$ cat src/rtl/uart_tx_byte_feeder_pkg.sv
// Shared types and constants for the UART transmit byte feeder.
// Feeder state encodings sit beside the TX/RX controller state types.
package uart_tx_byte_feeder_pkg;

    localparam int BYTE_W = 8;

    typedef logic [1:0] tx_feeder_state_t;

    localparam tx_feeder_state_t S_FEED_IDLE = 2'd0;
    localparam tx_feeder_state_t S_FEED_REQ  = 2'd1;
    localparam tx_feeder_state_t S_FEED_WAIT = 2'd2;

endpackage

$ cat src/rtl/uart_tx_sync_fifo.sv
// Small synchronous byte FIFO with a show-ahead head and a register array.
// Pointers carry one extra MSB so full and empty are distinguishable.
module uart_tx_sync_fifo
    import uart_tx_byte_feeder_pkg::*;
#(
    parameter int DEPTH_LOG2 = 4
) (
    input  logic                Clock,
    input  logic                Resetn,
    input  logic                Flush,
    input  logic                Push,
    input  logic [BYTE_W-1:0]   Push_data,
    input  logic                Pop,
    output logic [BYTE_W-1:0]   Pop_data,
    output logic                Full,
    output logic                Empty,
    output logic [DEPTH_LOG2:0] Count
);

    localparam int DEPTH = 2 ** DEPTH_LOG2;

    logic [BYTE_W-1:0]   mem [DEPTH];
    logic [DEPTH_LOG2:0] wr_ptr;
    logic [DEPTH_LOG2:0] rd_ptr;
    logic                wr_en;
    logic                rd_en;

    assign Full  = (wr_ptr[DEPTH_LOG2] != rd_ptr[DEPTH_LOG2])
                 & (wr_ptr[DEPTH_LOG2-1:0] == rd_ptr[DEPTH_LOG2-1:0]);
    assign Empty = (wr_ptr == rd_ptr);
    assign Count = wr_ptr - rd_ptr;

    assign wr_en = Push & ~Full & ~Flush;
    assign rd_en = Pop & ~Empty;

    assign Pop_data = mem[rd_ptr[DEPTH_LOG2-1:0]];

    always_ff @(posedge Clock) begin
        if (wr_en) begin
            mem[wr_ptr[DEPTH_LOG2-1:0]] <= Push_data;
        end
    end

    always_ff @(posedge Clock or negedge Resetn) begin
        if (!Resetn) begin
            wr_ptr <= '0;
            rd_ptr <= '0;
        end else if (Flush) begin
            wr_ptr <= '0;
            rd_ptr <= '0;
        end else begin
            wr_ptr <= wr_ptr + {{DEPTH_LOG2{1'b0}}, wr_en};
            rd_ptr <= rd_ptr + {{DEPTH_LOG2{1'b0}}, rd_en};
        end
    end

endmodule

$ cat src/rtl/uart_tx_byte_feeder.sv
// Buffers bytes from system producers and feeds them one at a time to the
// UART transmit controller through its Start/TX_data/Empty handshake.
module uart_tx_byte_feeder
    import uart_tx_byte_feeder_pkg::*;
#(
    parameter int DEPTH_LOG2 = 4
) (
    input  logic                Clock,
    input  logic                Resetn,
    input  logic                Push,
    input  logic [7:0]          Push_data,
    input  logic                Flush,
    output logic                Full,
    output logic [DEPTH_LOG2:0] Fill_count,
    output logic                Overflow,
    output logic                Busy,
    output logic                TX_start,
    output logic [7:0]          TX_data,
    input  logic                TX_empty
);

    tx_feeder_state_t  state;
    logic              fifo_empty;
    logic              pop;
    logic [BYTE_W-1:0] head;

    assign pop  = (state == S_FEED_IDLE) & ~fifo_empty & TX_empty;
    assign Busy = (Fill_count != '0) | (state != S_FEED_IDLE);

    uart_tx_sync_fifo #(
        .DEPTH_LOG2(DEPTH_LOG2)
    ) u_fifo (
        .Clock     (Clock),
        .Resetn    (Resetn),
        .Flush     (Flush),
        .Push      (Push),
        .Push_data (Push_data),
        .Pop       (pop),
        .Pop_data  (head),
        .Full      (Full),
        .Empty     (fifo_empty),
        .Count     (Fill_count)
    );

    // Full is judged before any pop, so a push on a full cycle is lost.
    always_ff @(posedge Clock or negedge Resetn) begin
        if (!Resetn) begin
            Overflow <= 1'b0;
        end else if (Flush) begin
            Overflow <= 1'b0;
        end else if (Push && Full) begin
            Overflow <= 1'b1;
        end
    end

    // WAIT is only reachable after Empty was seen low, so a stale high
    // Empty can never trigger a second send of the same byte.
    always_ff @(posedge Clock or negedge Resetn) begin
        if (!Resetn) begin
            state    <= S_FEED_IDLE;
            TX_start <= 1'b0;
            TX_data  <= 8'h00;
        end else begin
            case (state)
                S_FEED_IDLE: begin
                    if (pop) begin
                        TX_data  <= head;
                        TX_start <= 1'b1;
                        state    <= S_FEED_REQ;
                    end else begin
                        TX_start <= 1'b0;
                    end
                end
                S_FEED_REQ: begin
                    if (!TX_empty) begin
                        TX_start <= 1'b0;
                        state    <= S_FEED_WAIT;
                    end
                end
                S_FEED_WAIT: begin
                    if (TX_empty) begin
                        state <= S_FEED_IDLE;
                    end
                end
                default: begin
                    state    <= S_FEED_IDLE;
                    TX_start <= 1'b0;
                end
            endcase
        end
    end

endmodule
$ cat config.mk
export PLATFORM = sky130hd
export DESIGN_NAME = uart_tx_byte_feeder
export DESIGN_NICKNAME = d
export VERILOG_FILES = /design/src/rtl/uart_tx_byte_feeder_pkg.sv /design/src/rtl/uart_tx_sync_fifo.sv /design/src/rtl/uart_tx_byte_feeder.sv
export SDC_FILE = /design/constraint.sdc
export NUM_CORES = 1
export LEC_CHECK = 0
export BUFFER_PORTS_ARGS = -buffer_cell sky130_fd_sc_hd__clkbuf_2
export CAP_MARGIN = 25
export CORE_MARGIN = 5
export CORE_UTILIZATION = 50
export CTS_BUF_LIST = sky130_fd_sc_hd__clkbuf_8
export DETAILED_ROUTE_END_ITERATION = 6
export PLACE_DENSITY = 0.67
export SYNTH_ARGS = -nofsm -noshare
export SYNTH_HDL_FRONTEND = slang
export SYNTH_SLANG_ARGS = --single-unit
$ cat constraint.sdc
create_clock -name Clock -period 4.43 [get_ports Clock]
set_input_delay 0.6645 -clock Clock [delete_from_list [all_inputs] [get_ports Clock]]
set_output_delay 0.6645 -clock Clock [all_outputs]
set_load 0.005 [all_outputs]
# Yosys cells after proc, flatten, opt, wreduce, memory -nomap -nowiden
# Memories as Yosys holds them, arrays and structs flattened. A register that Yosys moved wholly into a read port is not among the register bits.
# Cells that the tools add are included.
[word_totals] reg_bits=14 latchBits=0 mem_bits_rw=128 mem_bits_ro=0 in_bits=13 out_inout_bits=17 word_cells=50 memories=1
[classes] addsub=3 mul=0 div_mod_pow=0 n_lt_le_gt_ge=0 n_eq_ne=8 shift=0 n_mux=13 bitwise=11 n_reduce_logical=9
[mem_list] memory="u_fifo.mem" depth=16 width=8 rd=1 rd_ports_with_merged_regs=1 write_ports=1 line_no="uart_tx_sync_fifo.sv:22" text="logic [BYTE_W-1:0] mem [DEPTH];"
[op_table] operator="$add 5x1->5" count=2
[op_table] operator="$mux 5" count=2
[op_table] operator="$and 1x1->1" count=6
[op_table] operator="$mux 1" count=6
[op_table] operator="$mux 2" count=3
[op_table] operator="$pmux 2 s3" count=1
[op_table] operator="$eq 5x5->1" count=1
[op_table] operator="$reduce_bool 5->1" count=1
[op_table] operator="$sub 5x5->5" count=1
[op_table] operator="$eq 4x4->1" count=1
[op_table] operator="$ne 2x2->1 const B" count=2
[op_table] operator="$not 1->1" count=4
[op_table] operator="$reduce_and 2->1" count=2
[op_table] operator="$reduce_bool 2->1" count=2
[op_table] operator="$pmux 1 s3" count=1
[op_table] operator="$reduce_and 3->1" count=1
[op_table] operator="$eq 2x1->1 const B" count=1
[op_table] operator="$eq 2x2->1 const B" count=1
[op_table] operator="$logic_not 2->1" count=1
[op_table] operator="$ne 2x1->1 const B" count=1
[op_table] operator="$logic_and 1x1->1" count=1
[op_table] operator="$logic_not 1->1" count=1
[op_table] operator="$ne 1x1->1" count=1
[op_table] operator="$or 1x1->1" count=1

# Depth between registers and ports, before layout
[logic_depth] depth_word=7 depth_mapped=13 mapped_depth_nobuf=10

# By module
# From an unflattened synthesis, not the netlist that was laid out.
[hier_totals] hier_cells=356 hier_area_um2=6192.2
[modules_own_cells] mod="uart_tx_sync_fifo" n_inst=1 cells_per_inst=322 area_per_inst_um2=5701.7 seq_area_each_um2=4093.9
[modules_own_cells] mod="uart_tx_byte_feeder" n_inst=1 cells_per_inst=34 area_per_inst_um2=490.5 seq_area_each_um2=300.3

# Least setup slack after synthesis
# Ideal clock, no wire load.
[synth_path] kind="register to register" start="register u_fifo.rd_ptr[1]" end="memory u_fifo.mem[3][0] (enable)" setup_ps=383 t_arrival_ps=2382 t_required_ps=4047 slack_ps=1664 stages_incl_launch_ff=9 path_buffers=2 synth_period_minus_slack_ps=2766 path_cell_list="dfrtp_1 > buf_2 > buf_2 > inv_2 > ha_1 > and4_1 > a21oi_1 > nand3_1 > nor3_1"
[synth_between] elab_chain_len=7
[synth_rtl] element="start, declared" line_no="uart_tx_sync_fifo.sv:24" text="logic [DEPTH_LOG2:0] rd_ptr;"
[synth_rtl] element="start signal, assigned" line_no="uart_tx_sync_fifo.sv:53" text="rd_ptr <= rd_ptr + {{DEPTH_LOG2{1'b0}}, rd_en};"
[synth_rtl] element="$eq 4x4->1" line_no="uart_tx_sync_fifo.sv:29" text="& (wr_ptr[DEPTH_LOG2-1:0] == rd_ptr[DEPTH_LOG2-1:0]);"
[synth_rtl] element="$and 1x1->1" line_no="uart_tx_sync_fifo.sv:29"
[synth_rtl] element="$not 1->1" line_no="uart_tx_sync_fifo.sv:33" text="assign wr_en = Push & ~Full & ~Flush;"
[synth_rtl] element="$and 1x1->1 (2 in series)" line_no="uart_tx_sync_fifo.sv:33"
[synth_rtl] element="$mux 1" line_no="uart_tx_sync_fifo.sv:39" text="if (wr_en) begin"
[synth_rtl] element="$mux 1 (implied by the code)" line_no="uart_tx_sync_fifo.sv:40" text="mem[wr_ptr[DEPTH_LOG2-1:0]] <= Push_data;"
[synth_rtl] element="end, declared" line_no="uart_tx_sync_fifo.sv:22"
# No other way between the ends.

# Final worst setup path
[layout_path] start="register u_fifo.rd_ptr[3]" end="memory u_fifo.mem[1][4] (enable)"
# The elaborated chain is that of the path after synthesis.

==> qor.yml <==
clock_network:
  cts_hold_buffers: 0
  insertion_delay_ps: 450
  cts_tree: "yes"
  post-cts-setup-buffer-count: 0
  cts_sinks: 150
  numCtsBuffers: 17
  cts_root_buf: "clkbuf_8"
  clockBufferDepth: 2
  cts_resized: 0
  h-tree-depth: 4
  clk_pin_slew_ps: 80
place:
  portBuffers: 29
  dp_cells: 512
  dpl.hpwl_um: 8692
  gp_congestion: 0.8758
timing:
  tightest_slew_ps: 1019
  max_freq_ghz: 0.3149
  rsz0062_at_grt: "no"
  whs_ps: 188.2
  clock_skew_ps: 12.55
  finalSetupTns_ps: 0
  finalHoldViolCount: 0
  min_period_ps: 3176
  post-route-period-util: 0.7169
  slew_viol_final: 0
  setup_viol: 0
  max-slew-margin-rel: 0.3156
route:
  post_drt_via_cell_ratio: 5.855
  postRouteAntennaNets: 0
  wirelength_um: 12640
  drc: 0
  drtIter0Drc: 335
  wire_per_inst_um: 23.19
  vias: 3191
  first_pass_iters: 5
floorplanning:
  die_w_um: 120.3
  dieArea_um2: 14480
  row_count: 40
  initial_utilization: 0.5089
  die_y_um: 120.3
  core_um2: 11960
  ios: 30
run:
  max_cap_viol_count: 0
synth:
  synth_top_area_cell: "edfxtp_1"
  synth_cells: 346
  yosys.area.top_type_share: 0.6314
  synthesis.area_um2: 6087
  syn_area_per_cell_um2: 17.59
  synthTopCellsByArea: "edfxtp_1, mux4_2, dfrtp_1"
  synth-seq-cells: 150
  synth.distinct_cells: 36
  ys_seq_area_frac: 0.7219
  synth_nets: 368
  yosys_warnings: 0
min_path:
  worstHoldPathType: "in2async"
critical_path:
  crit_path_start_kind: "register"
  cp_max_fo: 10
  cp.required_ps: 4490
  crit_arrival_ps: 3240
  cp-end-kind: "register"
  slowest_stage: "nor3_1"
  crit_path_cell_trace: "clkinv_2 -> ha_1 -> and4_1 -> a21oi_1 -> nand3_1 -> nor3_1"
  crit_type: "reg2reg"
  slowest_delay_ps: 830
global_routing:
  grt_pass1_vias: 3255
  grt_start_max_net_pins: 34
  grt.total_usage: 0.1874
  grt_pass1_wl_um: 19470
  grt_overflow_total: 0
  antenna_found_initial: 0
final_layout:
  final_common_cell: "edfxtp_1"
  final_cells: 545
  antenna_cells: 0
  drive_gt1_frac: 0.2538
  fin_nets: 407
  area_growth_pct: 10.24
  final_cell_mix: "edfxtp_1, nand2_1, mux4_2"
power:
  power_leakage_nw: 2.341
  ir_drop_mv: 0.1590
  fin_total_pwr_w: 0.003058
  powerDensity_nw_per_um2: 455.7
run_status:
  status: "finished, final reports clean"
layer usage:
layer | GRT usage | wire (µm) | up-vias
met5 | 0 | 0 | -
met4 | 0.06516 | 291 | 0
met3 | 0.05987 | 965 | 26
met2 | 0.2852 | 6030 | 136
met1 | 0.2576 | 5351 | 1614
li1 | - | - | 1415
power breakdown:
| part | internal, W | total, W | switching (W) |
|---|---|---|---|
| registers | 0.00159 | 0.00163 | 0.0000388 |
| clock network | 0.000479 | 0.000964 | 0.000486 |
| logic | 0.000232 | 0.000466 | 0.000234 |
| total | 0.00230 | 0.00306 | 0.000759 |
layout make-up:
cell class                 instances  area [µm²]
fill                             935        5251
timing repair buffer              35       187.7
multi-input combinational        170        1534
tap                              147       183.9
inverter                          11       42.54
clock inverter                    12       91.34
clock buffer                      20       275.3
sequential                       150        4395
synthesized netlist by cell type:
cell type and number:
nor2b_1 6, nand2_1 35, mux4_2 32, nand4_1 1
xor2_1 4, o221ai_1 1, a21oi_1 3, nor3b_1 2
nor2_1 22, a21o_1 1, nand3_1 17, and4_1 1
buf_6 2, buf_12 2, nor4_1 1, dfrtp_1 22
ha_1 8, a21boi_0 1, edfxtp_1 128, and2_1 1
fa_1 1, inv_1 7, o21ai_0 2, o21ai_1 1
nor3_1 4, o21ai_4 1, a22o_1 8, buf_4 1
buf_2 7, xnor2_1 5, a31oi_1 8, inv_2 3
clkinv_2 1, nand2b_1 3, clkbuf_1 3, and3_1 1
path summary, 6_finish.rpt:
kind	startpoint	end	slack, ps	cells after the start
worst min register to register	TX_start$_DFFE_PN0P_	TX_start$_DFFE_PN0P_	480	1
worst min-delay path	Resetn	u_fifo.wr_ptr[1]$_DFF_PN0_	190	1
min in group Clock	TX_empty	state[1]$_DFFE_PN0P_	400	2
max in group asynchronous	Resetn	u_fifo.rd_ptr[0]$_DFF_PN0_	3830	1
worst max-delay path	u_fifo.rd_ptr[3]$_DFF_PN0_	u_fifo.mem[1][4]$_DFFE_PP_	1250	6
worst max register to register	u_fifo.rd_ptr[3]$_DFF_PN0_	u_fifo.mem[1][4]$_DFFE_PP_	1250	6
critical path: cells and delay by family (launching register included):
kind / cells / cell delay (ps)
fa+ha+maj: 1 / 390
buf+inv: 1 / 220
simple gates: 3 / 1290
compound gates: 1 / 370
flops: 1 / 530
kinds of logic after synthesis:
| logic type | Yosys count | share of synthesized area |
|---|---|---|
| AND/OR/NAND/NOR | 94 | 0.06969 |
| buffers and inverters | 26 | 0.02610 |
| AO/OA/AOI/OAI | 26 | 0.03124 |
| XOR/XNOR | 9 | 0.01295 |
| flip-flops | 150 | 0.7219 |
| adder cells (fa/ha/maj) | 9 | 0.01973 |
| multiplexers | 32 | 0.1184 |
registers in the layout, indices dropped and copies added, names as in the netlist:
name / cells
TX_data: 8
TX_start: 1
u_fifo.rd_ptr: 5
u_fifo.wr_ptr: 5
state: 2
Overflow: 1
u_fifo.mem: 128
through the flow:
step | instance area (µm²) | setup WS [ps] | utilization
6_report | 6710 | 1254 | 0.5610
5_1_grt | 6710 | 1059 | 0.5610
4_1_cts | 6705 | 1235 | 0.5606
3_5_place_dp | 6339 | 1260 | 0.5299
3_3_place_gp | 6339 | 1365 | 0.5299
2_1_floorplan | 6087 | 1664 | -
(Power assumes the default switching activity.)
